`src/rtl/pipe_credit_scheduler.sv`:
```
// Flow controller wrapping a free-running fixed-latency datapath as a valid/ready stage.
// Accepted words are tagged in a valid shift chain that tracks the external pipe; tagged
// words are captured into a skid FIFO, and upstream credit is withheld so the FIFO can
// always absorb every word still inside the pipe.
module pipe_credit_scheduler #(
    parameter int unsigned NPIPE_DEPTH = 3,
    parameter int unsigned DATA_WIDTH  = 32,
    parameter int unsigned FIFO_DEPTH  = 8,
    parameter int unsigned CNT_W       = $clog2(FIFO_DEPTH + 1)
) (
    input  logic                  clock,
    input  logic                  reset,
    input  logic                  flush,
    input  logic                  in_valid,
    output logic                  in_ready,
    input  logic [DATA_WIDTH-1:0] in_data,
    output logic [DATA_WIDTH-1:0] pipe_in_data,
    input  logic [DATA_WIDTH-1:0] pipe_out_data,
    output logic                  out_valid,
    input  logic                  out_ready,
    output logic [DATA_WIDTH-1:0] out_data,
    output logic [CNT_W-1:0]      inflight_count,
    output logic [CNT_W-1:0]      fifo_count,
    output logic                  busy
);

    localparam int unsigned PTR_W = (FIFO_DEPTH > 1) ? $clog2(FIFO_DEPTH) : 1;
    localparam int unsigned SUM_W = CNT_W + 1;

    logic [NPIPE_DEPTH-1:0] vld_q, vld_d;
    logic [DATA_WIDTH-1:0]  mem_q [FIFO_DEPTH];
    logic [DATA_WIDTH-1:0]  mem_d [FIFO_DEPTH];
    logic [PTR_W-1:0]       wr_ptr_q, wr_ptr_d;
    logic [PTR_W-1:0]       rd_ptr_q, rd_ptr_d;
    logic [CNT_W-1:0]       fifo_cnt_q, fifo_cnt_d;
    logic [CNT_W-1:0]       inflight_q, inflight_d;

    logic                   accept;
    logic                   capture;
    logic                   pop;
    logic [SUM_W-1:0]       credit_used;

    // Circular pointer advance; depth need not be a power of two.
    function automatic logic [PTR_W-1:0] ptr_inc(input logic [PTR_W-1:0] p);
        return (p == PTR_W'(FIFO_DEPTH - 1)) ? '0 : p + PTR_W'(1);
    endfunction

    // Handshake decode and credit; credit uses registered counts only.
    always_comb begin
        credit_used = {1'b0, inflight_q} + {1'b0, fifo_cnt_q};
        in_ready    = reset && !flush && (credit_used < SUM_W'(FIFO_DEPTH));
        accept      = in_valid && in_ready;
        capture     = vld_q[NPIPE_DEPTH-1];
        out_valid   = (fifo_cnt_q != '0);
        pop         = out_valid && out_ready;
    end

    // Output view of the FIFO head and status.
    always_comb begin
        pipe_in_data   = in_data;
        out_data       = out_valid ? mem_q[rd_ptr_q] : '0;
        inflight_count = inflight_q;
        fifo_count     = fifo_cnt_q;
        busy           = (inflight_q != '0) || (fifo_cnt_q != '0);
    end

    // Valid tag chain mirroring the datapath stages.
    always_comb begin
        vld_d = vld_q;
        if (flush) begin
            vld_d = '0;
        end else begin
            vld_d[0] = accept;
            for (int i = 1; i < NPIPE_DEPTH; i++) begin
                vld_d[i] = vld_q[i-1];
            end
        end
    end

    // In-flight word counter: up on accept, down on capture.
    always_comb begin
        inflight_d = inflight_q;
        if (flush) begin
            inflight_d = '0;
        end else if (accept && !capture) begin
            inflight_d = inflight_q + CNT_W'(1);
        end else if (capture && !accept) begin
            inflight_d = inflight_q - CNT_W'(1);
        end
    end

    // Skid FIFO: capture at tail, pop at head, flush clears occupancy.
    always_comb begin
        mem_d      = mem_q;
        wr_ptr_d   = wr_ptr_q;
        rd_ptr_d   = rd_ptr_q;
        fifo_cnt_d = fifo_cnt_q;
        if (flush) begin
            wr_ptr_d   = '0;
            rd_ptr_d   = '0;
            fifo_cnt_d = '0;
        end else begin
            if (capture) begin
                mem_d[wr_ptr_q] = pipe_out_data;
                wr_ptr_d        = ptr_inc(wr_ptr_q);
            end
            if (pop) begin
                rd_ptr_d = ptr_inc(rd_ptr_q);
            end
            if (capture && !pop) begin
                fifo_cnt_d = fifo_cnt_q + CNT_W'(1);
            end else if (pop && !capture) begin
                fifo_cnt_d = fifo_cnt_q - CNT_W'(1);
            end
        end
    end

    // State registers.
    always_ff @(posedge clock or negedge reset) begin
        if (!reset) begin
            vld_q      <= '0;
            wr_ptr_q   <= '0;
            rd_ptr_q   <= '0;
            fifo_cnt_q <= '0;
            inflight_q <= '0;
            for (int i = 0; i < FIFO_DEPTH; i++) begin
                mem_q[i] <= '0;
            end
        end else begin
            vld_q      <= vld_d;
            wr_ptr_q   <= wr_ptr_d;
            rd_ptr_q   <= rd_ptr_d;
            fifo_cnt_q <= fifo_cnt_d;
            inflight_q <= inflight_d;
            mem_q      <= mem_d;
        end
    end

    // Credit accounting must make a capture into a full FIFO impossible.
    a_no_overflow: assert property (@(posedge clock) disable iff (!reset)
        (capture && !flush) |-> (fifo_cnt_q != CNT_W'(FIFO_DEPTH)));

endmodule

```
`config.mk`:
```
export PLATFORM = sky130hd
export DESIGN_NAME = pipe_credit_scheduler
export DESIGN_NICKNAME = d
export VERILOG_FILES = /design/src/rtl/pipe_credit_scheduler.sv
export SDC_FILE = /design/constraint.sdc
export NUM_CORES = 1
export LEC_CHECK = 0
export BUFFER_PORTS_ARGS = -buffer_cell sky130_fd_sc_hd__buf_2
export CELL_PAD_IN_SITES_DETAIL_PLACEMENT = 1
export CELL_PAD_IN_SITES_GLOBAL_PLACEMENT = 1
export CORE_MARGIN = 5
export CORE_UTILIZATION = 53
export CTS_BUF_LIST = sky130_fd_sc_hd__clkbuf_16
export DETAILED_ROUTE_END_ITERATION = 6
export HOLD_SLACK_MARGIN = 0.02
export PLACE_DENSITY_LB_ADDON = 0.1
export RECOVER_POWER = 25
export SYNTH_ARGS = -nofsm -noshare
export SYNTH_HDL_FRONTEND = slang
export SYNTH_SLANG_ARGS = --single-unit
```
`constraint.sdc`:
```
create_clock -name clock -period 4.75 [get_ports clock]
set_input_delay 0.2375 -clock clock [delete_from_list [all_inputs] [get_ports clock]]
set_output_delay 0.2375 -clock clock [all_outputs]
set_load 0.02 [all_outputs]
```
== Word-level counts from Yosys, hierarchy flattened ==
Index checks and enable logic that the tools add are counted.

* Register bits: 273
* Output and inout bits: 75
* Logic and storage cells: 70
* Bits of input ports: 69

* Bitwise gates (word level): 3
* Reduce and logical (&&, ||, !) cells: 21
* Add/sub/neg operators: 7
* Order comparisons: 4
* Equality and inequality tests: 2
* Multiplexer cells: 20

{| class="wikitable"
|+ Operators by type and width
! operator !! count
|-
| bitwise mux 256 bit || 1
|-
| 2-to-1 mux 32 bit || 4
|-
| binary-select mux 32 bit (select 3 bit) || 1
|-
| demux 32 bit (select 3 bit) || 1
|-
| 2-to-1 mux 4 bit || 6
|-
| 2-to-1 mux 3 bit || 7
|-
| logical AND 1 bit || 9
|-
| adder 4 x 1 -> 4 bit, second input constant || 2
|-
| greater-or-equal comparator 4 bit, second input constant || 2
|-
| NOT 3 -> 4 bit || 2
|-
| nonzero test 4 bit || 2
|-
| subtractor 4 x 1 -> 4 bit, second input constant || 2
|-
| adder 3 x 1 -> 3 bit, second input constant || 2
|-
| == test 3 bit, second input constant || 2
|-
| nonzero test 3 bit || 2
|-
| adder 4 x 4 -> 5 bit || 1
|-
| < comparator 5 x 4 -> 1 bit, second input constant || 1
|-
| zero test 1 bit || 4
|-
| < comparator 4 x 1 -> 1 bit, second input constant || 1
|-
| nonzero test 2 bit || 2
|-
| AND reduction 2 bit || 1
|-
| logical OR 1 bit || 1
|-
| NOT 1 bit || 1
|}

== Depth between registers and ports, before layout ==
Gate-level depths: netlist of run 1.

* Depth after elaboration: 9
* Depth in mapped cells: 9
* Mapped depth without buffers: 9

== Worst setup path after synthesis of run 1 ==
Ideal clock, no wire load.

* Kind: register -> register
* Start point: register fifo_cnt_q[3] (netlist: fifo_count[3])
* End point: register inflight_q[3] (netlist: inflight_count[3])
* Period minus slack after synthesis: 2.747 ns
* Data arrival time: 2.623 ns
* Setup slack: 2.003 ns
* Path buffers: 0
* Setup time: 0.125 ns
* Required time: 4.625 ns
* Cell stages (with the launch flop): 10
* Cell sequence: dfrtp_1 ha_1 nor4_4 o211a_4 nand3b_4 ha_1 a21o_1 a21oi_1 mux2i_1 mux2_2

* Cells in the longest elaborated chain, start to end: 7
* Elaborated cells between the ends (all ways): 10
* Those cells by class: add/sub: 1; order compare: 1; mux: 2; reduce/logical: 6

{| class="wikitable"
|+ RTL lines
! item !! RTL line !! RTL
|-
| start: declaration || 35 || <nowiki>logic [CNT_W-1:0] fifo_cnt_q, fifo_cnt_d;</nowiki>
|-
| start signal: assignment || 133 || <nowiki>fifo_cnt_q <= fifo_cnt_d;</nowiki>
|-
| adder 4 x 4 -> 5 bit * || 50 || <nowiki>credit_used = {1'b0, inflight_q} + {1'b0, fifo_cnt_q};</nowiki>
|-
| < comparator 5 x 4 -> 1 bit * || 51 || <nowiki>in_ready = reset && !flush && (credit_used < SUM_W'(FIFO_DEPTH));</nowiki>
|-
| logical AND 1 bit * || 51 ||
|-
| named net in_ready || 15 || <nowiki>output logic in_ready,</nowiki>
|-
| logical AND 1 bit * || 52 || <nowiki>accept = in_valid && in_ready;</nowiki>
|-
| logical AND 1 bit or zero test 1 bit (tied branches) || 85, 87 ||
|-
| 2-to-1 mux 4 bit or logical AND 1 bit (tied branches) || 85, 87 ||
|-
| 2-to-1 mux 4 bit or nonzero test 3 bit (tied branches) || - ||
|-
| end signal: assignment || 134 || <nowiki>inflight_q <= inflight_d;</nowiki>
|-
| end: declaration || 36 || <nowiki>logic [CNT_W-1:0] inflight_q, inflight_d;</nowiki>
|}

The timed path passes the listed nets; every way through them passes the cells marked *.
A chain may end at the register's enable or synchronous reset.

== Final worst setup path of run 1 ==
* Start point: register rd_ptr_q[1]
* End point: output out_data[2]

* Cells in the longest elaborated chain, start to end: 5

{| class="wikitable"
|+ RTL lines
! item !! RTL line !! RTL
|-
| start: declaration || 34 || <nowiki>logic [PTR_W-1:0] rd_ptr_q, rd_ptr_d;</nowiki>
|-
| start signal: assignment || 132 || <nowiki>rd_ptr_q <= rd_ptr_d;</nowiki>
|-
| NOT 3 -> 4 bit (implied by the code) || 61 || <nowiki>out_data = out_valid ? mem_q[rd_ptr_q] : '0;</nowiki>
|-
| binary-select mux 32 bit (select 3 bit) || 61 ||
|-
| 2-to-1 mux 32 bit (implied by the code) (2 in series) || 61 ||
|-
| 2-to-1 mux 32 bit || 61 ||
|-
| end: declaration || 21 || <nowiki>output logic [DATA_WIDTH-1:0] out_data,</nowiki>
|}

No other way between the ends. The select of a mux whose other input is x is not followed.

==> results of run 1 <==
-- registers in the layout, indices dropped and copies added (netlist names) --
name,cells
inflight_count,4
mem_q,256
rd_ptr_q,3
fifo_count,4
wr_ptr_q,3
vld_q,3
-- power breakdown --
group          total [mW]  switching (mW)  internal, mW
logic                1.31           0.699         0.609
registers            2.66           0.230          2.43
clock network        2.25           0.919          1.33
total                6.22            1.85          4.38
-- metrics by stage --
stage | power [mW] | util | setup slack [ns]
final | 6.22 | 0.595 | 1.57
after CTS | 6.32 | 0.596 | 1.48
after floorplan | 3.59 | - | 2.00
after global placement | 3.99 | 0.551 | 2.01
after global routing | 6.53 | 0.595 | 1.38
after detailed placement | 4.03 | 0.551 | 1.90
-- how the worst min path moves through the flow --
stage | from | end | cells past startpoint
6_report | pipe_out_data[30] | mem_q[158] | 2
5_1_grt | pipe_out_data[27] | mem_q[123] | 2
4_1_cts | pipe_out_data[25] | mem_q[217] | 2
3_5_place_dp | reset | inflight_count[0] | 1
3_3_place_gp | reset | inflight_count[0] | 1
2_1_floorplan | reset | fifo_count[0] | 0
-- cell type report --
cell class,instances,area share
Sequential cell,273,0.477
Tap cell,324,0.0283
Multi-Input combinational cell,468,0.384
Inverter,5,0.00131
Timing Repair Buffer,103,0.0431
Clock buffer,31,0.0541
Clock inverter,24,0.0130
-- metal layers --
| layer | part of all wire | wire length [um] | GRT usage |
|---|---|---|---|
| met5 | 0.00037 | 11 | 0.00522 |
| met1 | 0.43 | 12700 | 0.286 |
| met3 | 0.037 | 1070 | 0.0391 |
| met4 | 0.016 | 481 | 0.0405 |
| met2 | 0.51 | 15000 | 0.377 |
-- kinds of logic (layout without fill, tap and decap cells) --
kind of cell    after synthesis  after routing  synth area share
fa+ha+maj                    13             13            0.0138
flops                       273            273             0.532
compound gates               17             17            0.0109
xor+xnor                      5              5           0.00400
buf+inv                      89            163            0.0406
mux                         359            359             0.367
simple gates                 74             74            0.0308
-- placed cells by master (no fill, tap or decap), types with 4 or more instances in the layout --
cell / instances
clkbuf_1: 8
ha_1: 11
dlygate4sd3_1: 13
mux4_2: 64
mux2_2: 255
clkbuf_16: 31
nor2_1: 45
clkinv_1: 10
clkinv_2: 5
buf_2: 70
mux2i_1: 38
buf_4: 9
nand3b_1: 4
a21oi_1: 6
inv_1: 7
dfrtp_1: 270
nand2_1: 4
==> run metrics, run 1 <==
syn_area_per_cell 15.5 um^2; initial antenna violation count 1; Die Ht 166 um; YS warnings 0; Gate Count Post-Synth 830; # rows 57; outcome finished, violations left; final setup violation count 0; LEAKAGE 6.91 nW; crit path capture out_data[2]; Hold Path Class in2reg; Seq/Total Area, Yosys 0.532; critical path's slowest cell dfrtp_2; clock latency on the worst-skew pair 0.55 ns; maximum vdd drop 0.284 mV; clock sinks 273; Synth cell types 41; failing checks capacitance limit, slew limit; RSZ-0062 raised after global routing no; number of antenna-violating nets in the routed design 0; Post-CTS Setup Inserts 0; io pins 144; CTS tree built; Max transition margin -0.0649; DR WL/cell 23.9 um; skew final 0.0122 ns; max cap viols 1; 1st-pass router iterations 4; CP startpoint rd_ptr_q[1]; CP Buf/Inv Count 2; WHS 0.0378 ns; clock root buffer clkbuf_16; worst reg2reg path startpoint vld_q[2]; Fin. Hold Viols 0; Post-Syn Area 12800 um^2; worst-case clock buffer depth 3; R2R Setup Slk 1.90 ns; CTS Buf Count 30; crit path kind reg2out; number of global-route vias before repair 8425; Slew @ Worst Pin 1.60 ns; most numerous cell in the Yosys netlist dfrtp_1; Synth Register Bits 273; syn_nets 912; Yosys top cell area share 0.532; Filler Cell Count 2280; Iter 0 DRT Violations 244; EDFF count, synth 0; CTS resizes 0; layout cell share with drive strength beyond 1 0.512; dominant cells by area after synthesis dfrtp_1 53%, mux2_2 22%, mux4_2 11%; Worst Path Required 4.51 ns; first-pass GRT wire length 48.0 mm; fin crit share 0.670; reg2reg end mem_q[162]; CP max FO 31; vias per cell 5.83; Core Area 24100 um^2; FMAX 0.314 GHz; antenna cells 0; Layout area overhead 11.8%; PortBufs 79; Worst EP arrival 2.94 ns; # DRC 0; initial cell density of the core 0.532; TNS Setup 0 ns; clock slew at reported path FFs 0.06 ns; routed vias 7155; CP max stage delay 0.93 ns; Non-Filler Instances 1228; Worst path depth 5; CP Launch Type register; top cells by count, synth 273 x dfrtp_1, 255 x mux2_2, 64 x mux4_2, 46 x nor2_1, 42 x buf_4; total track usage 0.215; Max Slew Vio Count 66; Synth area leader dfrtp_1; hold_buf cts 13; Placed Area 13300 um^2; element type at the critical path end primary output; ys async rst share 1.00; crit-path cells buf_4 -> mux4_2 -> mux2i_1 -> nor2_1 -> buf_2; routability congestion estimate 0.744; Inst Count DP 1160; Multi-input gate area 5510 um^2; Die Width 166 um; GRT Residual Overflow 0; delay-heaviest family, CP flip-flops; H-Tree Depth 1; fin crit period 3.18 ns; Synth Flop Type dfrtp_1; sequential cell area 6840 um^2; cell count of the worst reg-to-reg path 4; fin nets 963; final WL 29.3 mm; Power Density 434 nW/um^2; Die ar. 27400 um^2; largest net degree at the start of global routing 77; final instance area 14400 um^2; DPL Wire Length 17.7 mm
Note: power is estimated with default switching activity, not from simulation.
==> inputs of run 2 (changes only) <==
CORE_UTILIZATION = 45   (was 53)
clock period = 2.6 ns   (was 4.75 ns; I/O delays follow)
==> run metrics, run 2 (synthesized netlist as in run 1, its figures left out) <==
Max transition margin 0.0692; worst-case clock buffer depth 3; final setup violation count 0; layout cell share with drive strength beyond 1 0.535; fin crit share 0.959; commonest non-fill, non-tap cell in the layout dfrtp_1; Die Ht 179 um; Placed Area 13600 um^2; worst reg2reg path startpoint fifo_count[3]; Max Slew Vio Count 0; Non-Filler Instances 1329; CP max FO 4; initial antenna violation count 1; Hold EP fifo_count[3]; routability congestion estimate 0.782; number of antenna-violating nets in the routed design 0; hold depth 3; CTS tree built; Slew @ Worst Pin 1.40 ns; GRT Residual Overflow 0; Core Area 27900 um^2; reg2reg end fifo_count[3]; 1st-pass router iterations 4; Worst Path Required 3.01 ns; clock latency on the worst-skew pair 0.54 ns; R2R Setup Slk 0.11 ns; Logic pwr share 0.236; io pins 144; Sw Share 0.284; LEAKAGE 7.26 nW; # rows 61; DR WL/cell 23.0 um; Layout area overhead 17.9%; Reg power frac 0.382; Worst Min Path Start flush; Switching Power 3.45 mW; crit path kind reg2reg; vias per cell 5.50; initial cell density of the core 0.459; final WL 30.6 mm; maximum vdd drop 0.485 mV; Die Width 179 um; Power Density 801 nW/um^2; clock sinks 273; WHS 0.0800 ns; cell count of the worst reg-to-reg path 9; # DRC 0; Die ar. 32000 um^2; clock slew at reported path FFs 0.06 ns; commonest non-fill, non-tap cells in the layout 267 x dfrtp_1, 254 x mux2_2, 77 x buf_2, 64 x mux4_2, 45 x nor2_1; final instance area 15100 um^2; CTS Buf Count 30; H-Tree Depth 1; outcome completed; first-pass GRT wire length 49.3 mm; CP Launch Type register; fin nets 1009; Iter 0 DRT Violations 296; Filler Cell Count 2656; RSZ-0062 raised after global routing no; max reg flops 256; Hold Path Class in2reg; clock power share 0.382; Worst EP arrival 2.91 ns; largest net degree at the start of global routing 201; fin crit period 2.49 ns; Pint 8.68 mW; DPL Wire Length 18.6 mm; routed vias 7310; clock root buffer clkbuf_16; CP startpoint fifo_count[3]; largest register by flop count mem_q; total track usage 0.197; Inst Count DP 1233; FMAX 0.401 GHz; element type at the critical path end register; number of global-route vias before repair 8590; Fin. Hold Viols 0; skew final 0.0126 ns; max cap viols 0; PortBufs 79
==> run 2: cell types whose count changed in the layout (fill, tap and decap cells not counted), sizes merged <==
cell,change
clkbuf,-7
bufinv,+5
buf,+31
clkinvlp,-3
dlygate4sd3,+22
inv,-1
clkinv,-1
diode,+1
==> run 2: area by class of cell <==
| type | instances | area (um^2) | area share |
|---|---|---|---|
| clock buffer | 31 | 776 | 0.0513 |
| multi-input combinational | 468 | 5550 | 0.367 |
| inverter | 5 | 18.8 | 0.00124 |
| timing repair buffer | 149 | 1150 | 0.0761 |
| antenna | 1 | 2.50 | 0.000165 |
| sequential | 273 | 6840 | 0.452 |
| clock inverter | 24 | 318 | 0.0210 |
| tap | 378 | 473 | 0.0313 |
==> run 2: routing by layer <==
| metal | up-vias | global-route usage | wire (um) |
|---|---|---|---|
| met4 | 0 | 0.0438 | 585 |
| li1 | 3213 | - | - |
| met3 | 52 | 0.0327 | 1220 |
| met5 | - | 0 | 0 |
| met2 | 130 | 0.348 | 15800 |
| met1 | 3915 | 0.255 | 13000 |
==> run 2: worst max-delay path by stage <==
stage / end / slack, ns / cells past startpoint
floorplan: inflight_count[3] / 0.02 / 9
detailed placement: inflight_count[3] / -0.05 / 9
CTS: inflight_count[3] / 0.02 / 9
global placement: inflight_count[3] / 0.06 / 9
finish: fifo_count[3] / 0.11 / 9
global route: inflight_count[3] / 0.02 / 9
==> run 2: metrics by stage <==
stage	TNS [ns]	utilization	power (mW)	setup WS [ns]
2_1_floorplan	0	-	6.56	0.0158
6_report	0	0.542	12.1	0.108
3_3_place_gp	0	0.488	7.47	0.0561
5_1_grt	0	0.542	12.7	0.0210
4_1_cts	0	0.541	12.3	0.0198
3_5_place_dp	-0.0464	0.488	7.55	-0.0464
==> run 2: critical path, cell delays in order (launching register included) <==
cell and delay, ns:
dfrtp_2 0.42, buf_4 0.17, o41ai_4 0.39, nand2_2 0.14, ha_1 0.31, a21o_2 0.23
a2111o_1 0.42, o21ai_1 0.11, xnor2_1 0.13, nor2_1 0.05
==> run 2: repair_timing <==
item | 4_1_cts | 5_1_grt
endpoints found under the setup margin | 4 | 2
gates resized for setup | 1 | 3
hold buffers | 35 | 0
endpoints found under the hold margin | 458 | 0
cloned | 0 | 0
pin swaps | 1 | 2
setup buffers | 4 | 1
==> run 2: power groups by stage <==
stage	registers [mW]	clock network [mW]	logic [mW]
3_5_place_dp	4.77	0	2.79
4_1_cts	4.63	4.75	2.93
5_1_grt	4.66	4.94	3.12
2_1_floorplan	4.66	0	1.90
3_3_place_gp	4.75	0	2.72
6_report	4.63	4.64	2.86
==> inputs of run 3 (changes only) <==
==> constraint.sdc (replaced) <==
create_clock -name clock -period 2.6 [get_ports clock]
set_input_delay 0.78 -clock clock [delete_from_list [all_inputs] [get_ports clock]]
set_output_delay 0.78 -clock clock [all_outputs]
set_load 0.02 [all_outputs]
==> run metrics, run 3 (synthesized netlist as in run 1, its figures left out) <==
Die ar. 32000 um^2; CP max stage delay 0.54 ns; DPL Wire Length 19.1 mm; # rows 61; fin crit period 3.08 ns; fin nets 1014; Worst EP arrival 2.30 ns; routability congestion estimate 0.755; final setup violation count 36; number of global-route vias before repair 8665; critical path's slowest cell dfrtp_4; clock latency on the worst-skew pair 0.54 ns; largest register by flop count mem_q; CP Launch Type register; maximum vdd drop 0.514 mV; routed vias 7366; largest net degree at the start of global routing 161; element type at the critical path end primary output; Worst Path Required 1.82 ns; commonest non-fill, non-tap cells in the layout 267 x dfrtp_1, 255 x mux2_2, 64 x mux4_2, 64 x buf_2, 47 x buf_4; Die Ht 179 um; Non-Filler Instances 1333; fin crit share 1.18; Max transition margin -0.352; number of antenna-violating nets in the routed design 0; Logic pwr share 0.320; # DRC 0; clock slew at reported path FFs 0.06 ns; layout cell share with drive strength beyond 1 0.572; outcome finished, violations left; CTS tree built; Util after Layout 0.547; Switching Power 3.71 mW; TNS Setup -13.66 ns; CP max FO 8; commonest non-fill, non-tap cell in the layout dfrtp_1; crit-path cells buf_12 -> buf_4 -> mux4_2 -> mux2i_4 -> nor2_1 -> buf_2; 1st-pass router iterations 4; total track usage 0.202; Iter 0 DRT Violations 372; initial cell density of the core 0.459; GRT Residual Overflow 0; Final WS setup -0.475 ns; max reg flops 256; antenna cells 0; H-Tree Depth 1; vias per cell 5.53; worst-case clock buffer depth 3; hold_buf cts 0; Die Width 179 um; Sw Share 0.299; Reg power frac 0.374; Power Density 812 nW/um^2; clock root buffer clkbuf_16; skew final 0.00768 ns; PortBufs 79; first-pass GRT wire length 50.3 mm; Fin. Hold Viols 0; failing checks capacitance limit, slew limit, setup timing; io pins 144; LEAKAGE 7.33 nW; RSZ-0062 raised after global routing yes; Core Area 27900 um^2; clock sinks 273; Hold Path Class reg2reg; Max Slew Vio Count 228; final WL 31.5 mm; Pint 8.69 mW; initial antenna violation count 2; FMAX 0.325 GHz; DR WL/cell 23.6 um; clock power share 0.306; CTS Buf Count 31; Layout area overhead 19.1%; max cap viols 2; Slew @ Worst Pin 2.03 ns; crit path kind reg2out; Inst Count DP 1247; Place WS -0.0921 ns
## run 3: metrics by stage
step | power [mW] | area [um^2] | hold WS (ns)
after global routing | 13.0 | 15300 | 0.483
after global placement | 7.56 | 13800 | 0.445
after floorplan | 6.56 | 12800 | 0.439
final | 12.4 | 15300 | 0.471
after CTS | 12.4 | 15100 | 0.425
after detailed placement | 7.65 | 13800 | 0.465
## run 3: cell type report
type | instances | area (um^2)
fill | 2689 | 12700
sequential | 273 | 6840
multi-input combinational | 468 | 5630
timing repair buffer | 153 | 1420
clock buffer | 31 | 776
tap | 378 | 473
clock inverter | 25 | 111
inverter | 5 | 23.8
## run 3: repair_timing
| item | in CTS | in global routing |
|---|---|---|
| setup endpoints to repair | 36 | 39 |
| cloned | 5 | 2 |
| pin swaps | 5 | 11 |
| resized for setup | 35 | 22 |
| buffers inserted | 16 | 8 |
| hold endpoints to repair | 0 | 0 |
## run 3: worst max-delay path: cells and delay by family (launching register included)
kind                   cells  cell delay, ns
multiplexers               2            0.70
flip-flops                 1            0.54
buffers and inverters      3            0.44
AND/OR/NAND/NOR            1            0.06
## run 3: per-layer routing
| layer | routed length, um | share of wire | vias to the layer above | track usage |
|---|---|---|---|---|
| met2 | 16800 | 0.53 | 111 | 0.360 |
| met1 | 13200 | 0.42 | 3986 | 0.264 |
| met4 | 386 | 0.012 | 4 | 0.0393 |
| met5 | 21 | 0.00067 | - | 0 |
| met3 | 1080 | 0.034 | 48 | 0.0295 |
| li1 | - | - | 3217 | - |
## run 3: worst paths after layout
kind                               start                end  slack [ns]  cells past startpoint
min in group asynchronous          reset      fifo_count[0]        0.90                      2
hold / removal                  vld_q[1]           vld_q[2]        0.47                      1
setup reg to reg           fifo_count[2]  inflight_count[3]       -0.01                     10
setup / recovery             rd_ptr_q[0]       out_data[12]       -0.48                      6
max in group asynchronous          reset         mem_q[213]        0.27                      3
hold reg to reg                 vld_q[1]           vld_q[2]        0.47                      1
## run 3: power groups by stage
stage | clock network (mW) | logic [mW] | registers [mW]
floorplan | 0 | 1.90 | 4.66
global placement | 0 | 2.89 | 4.66
detailed placement | 0 | 2.97 | 4.69
CTS | 3.92 | 3.80 | 4.63
global route | 4.11 | 4.25 | 4.66
finish | 3.80 | 3.97 | 4.63
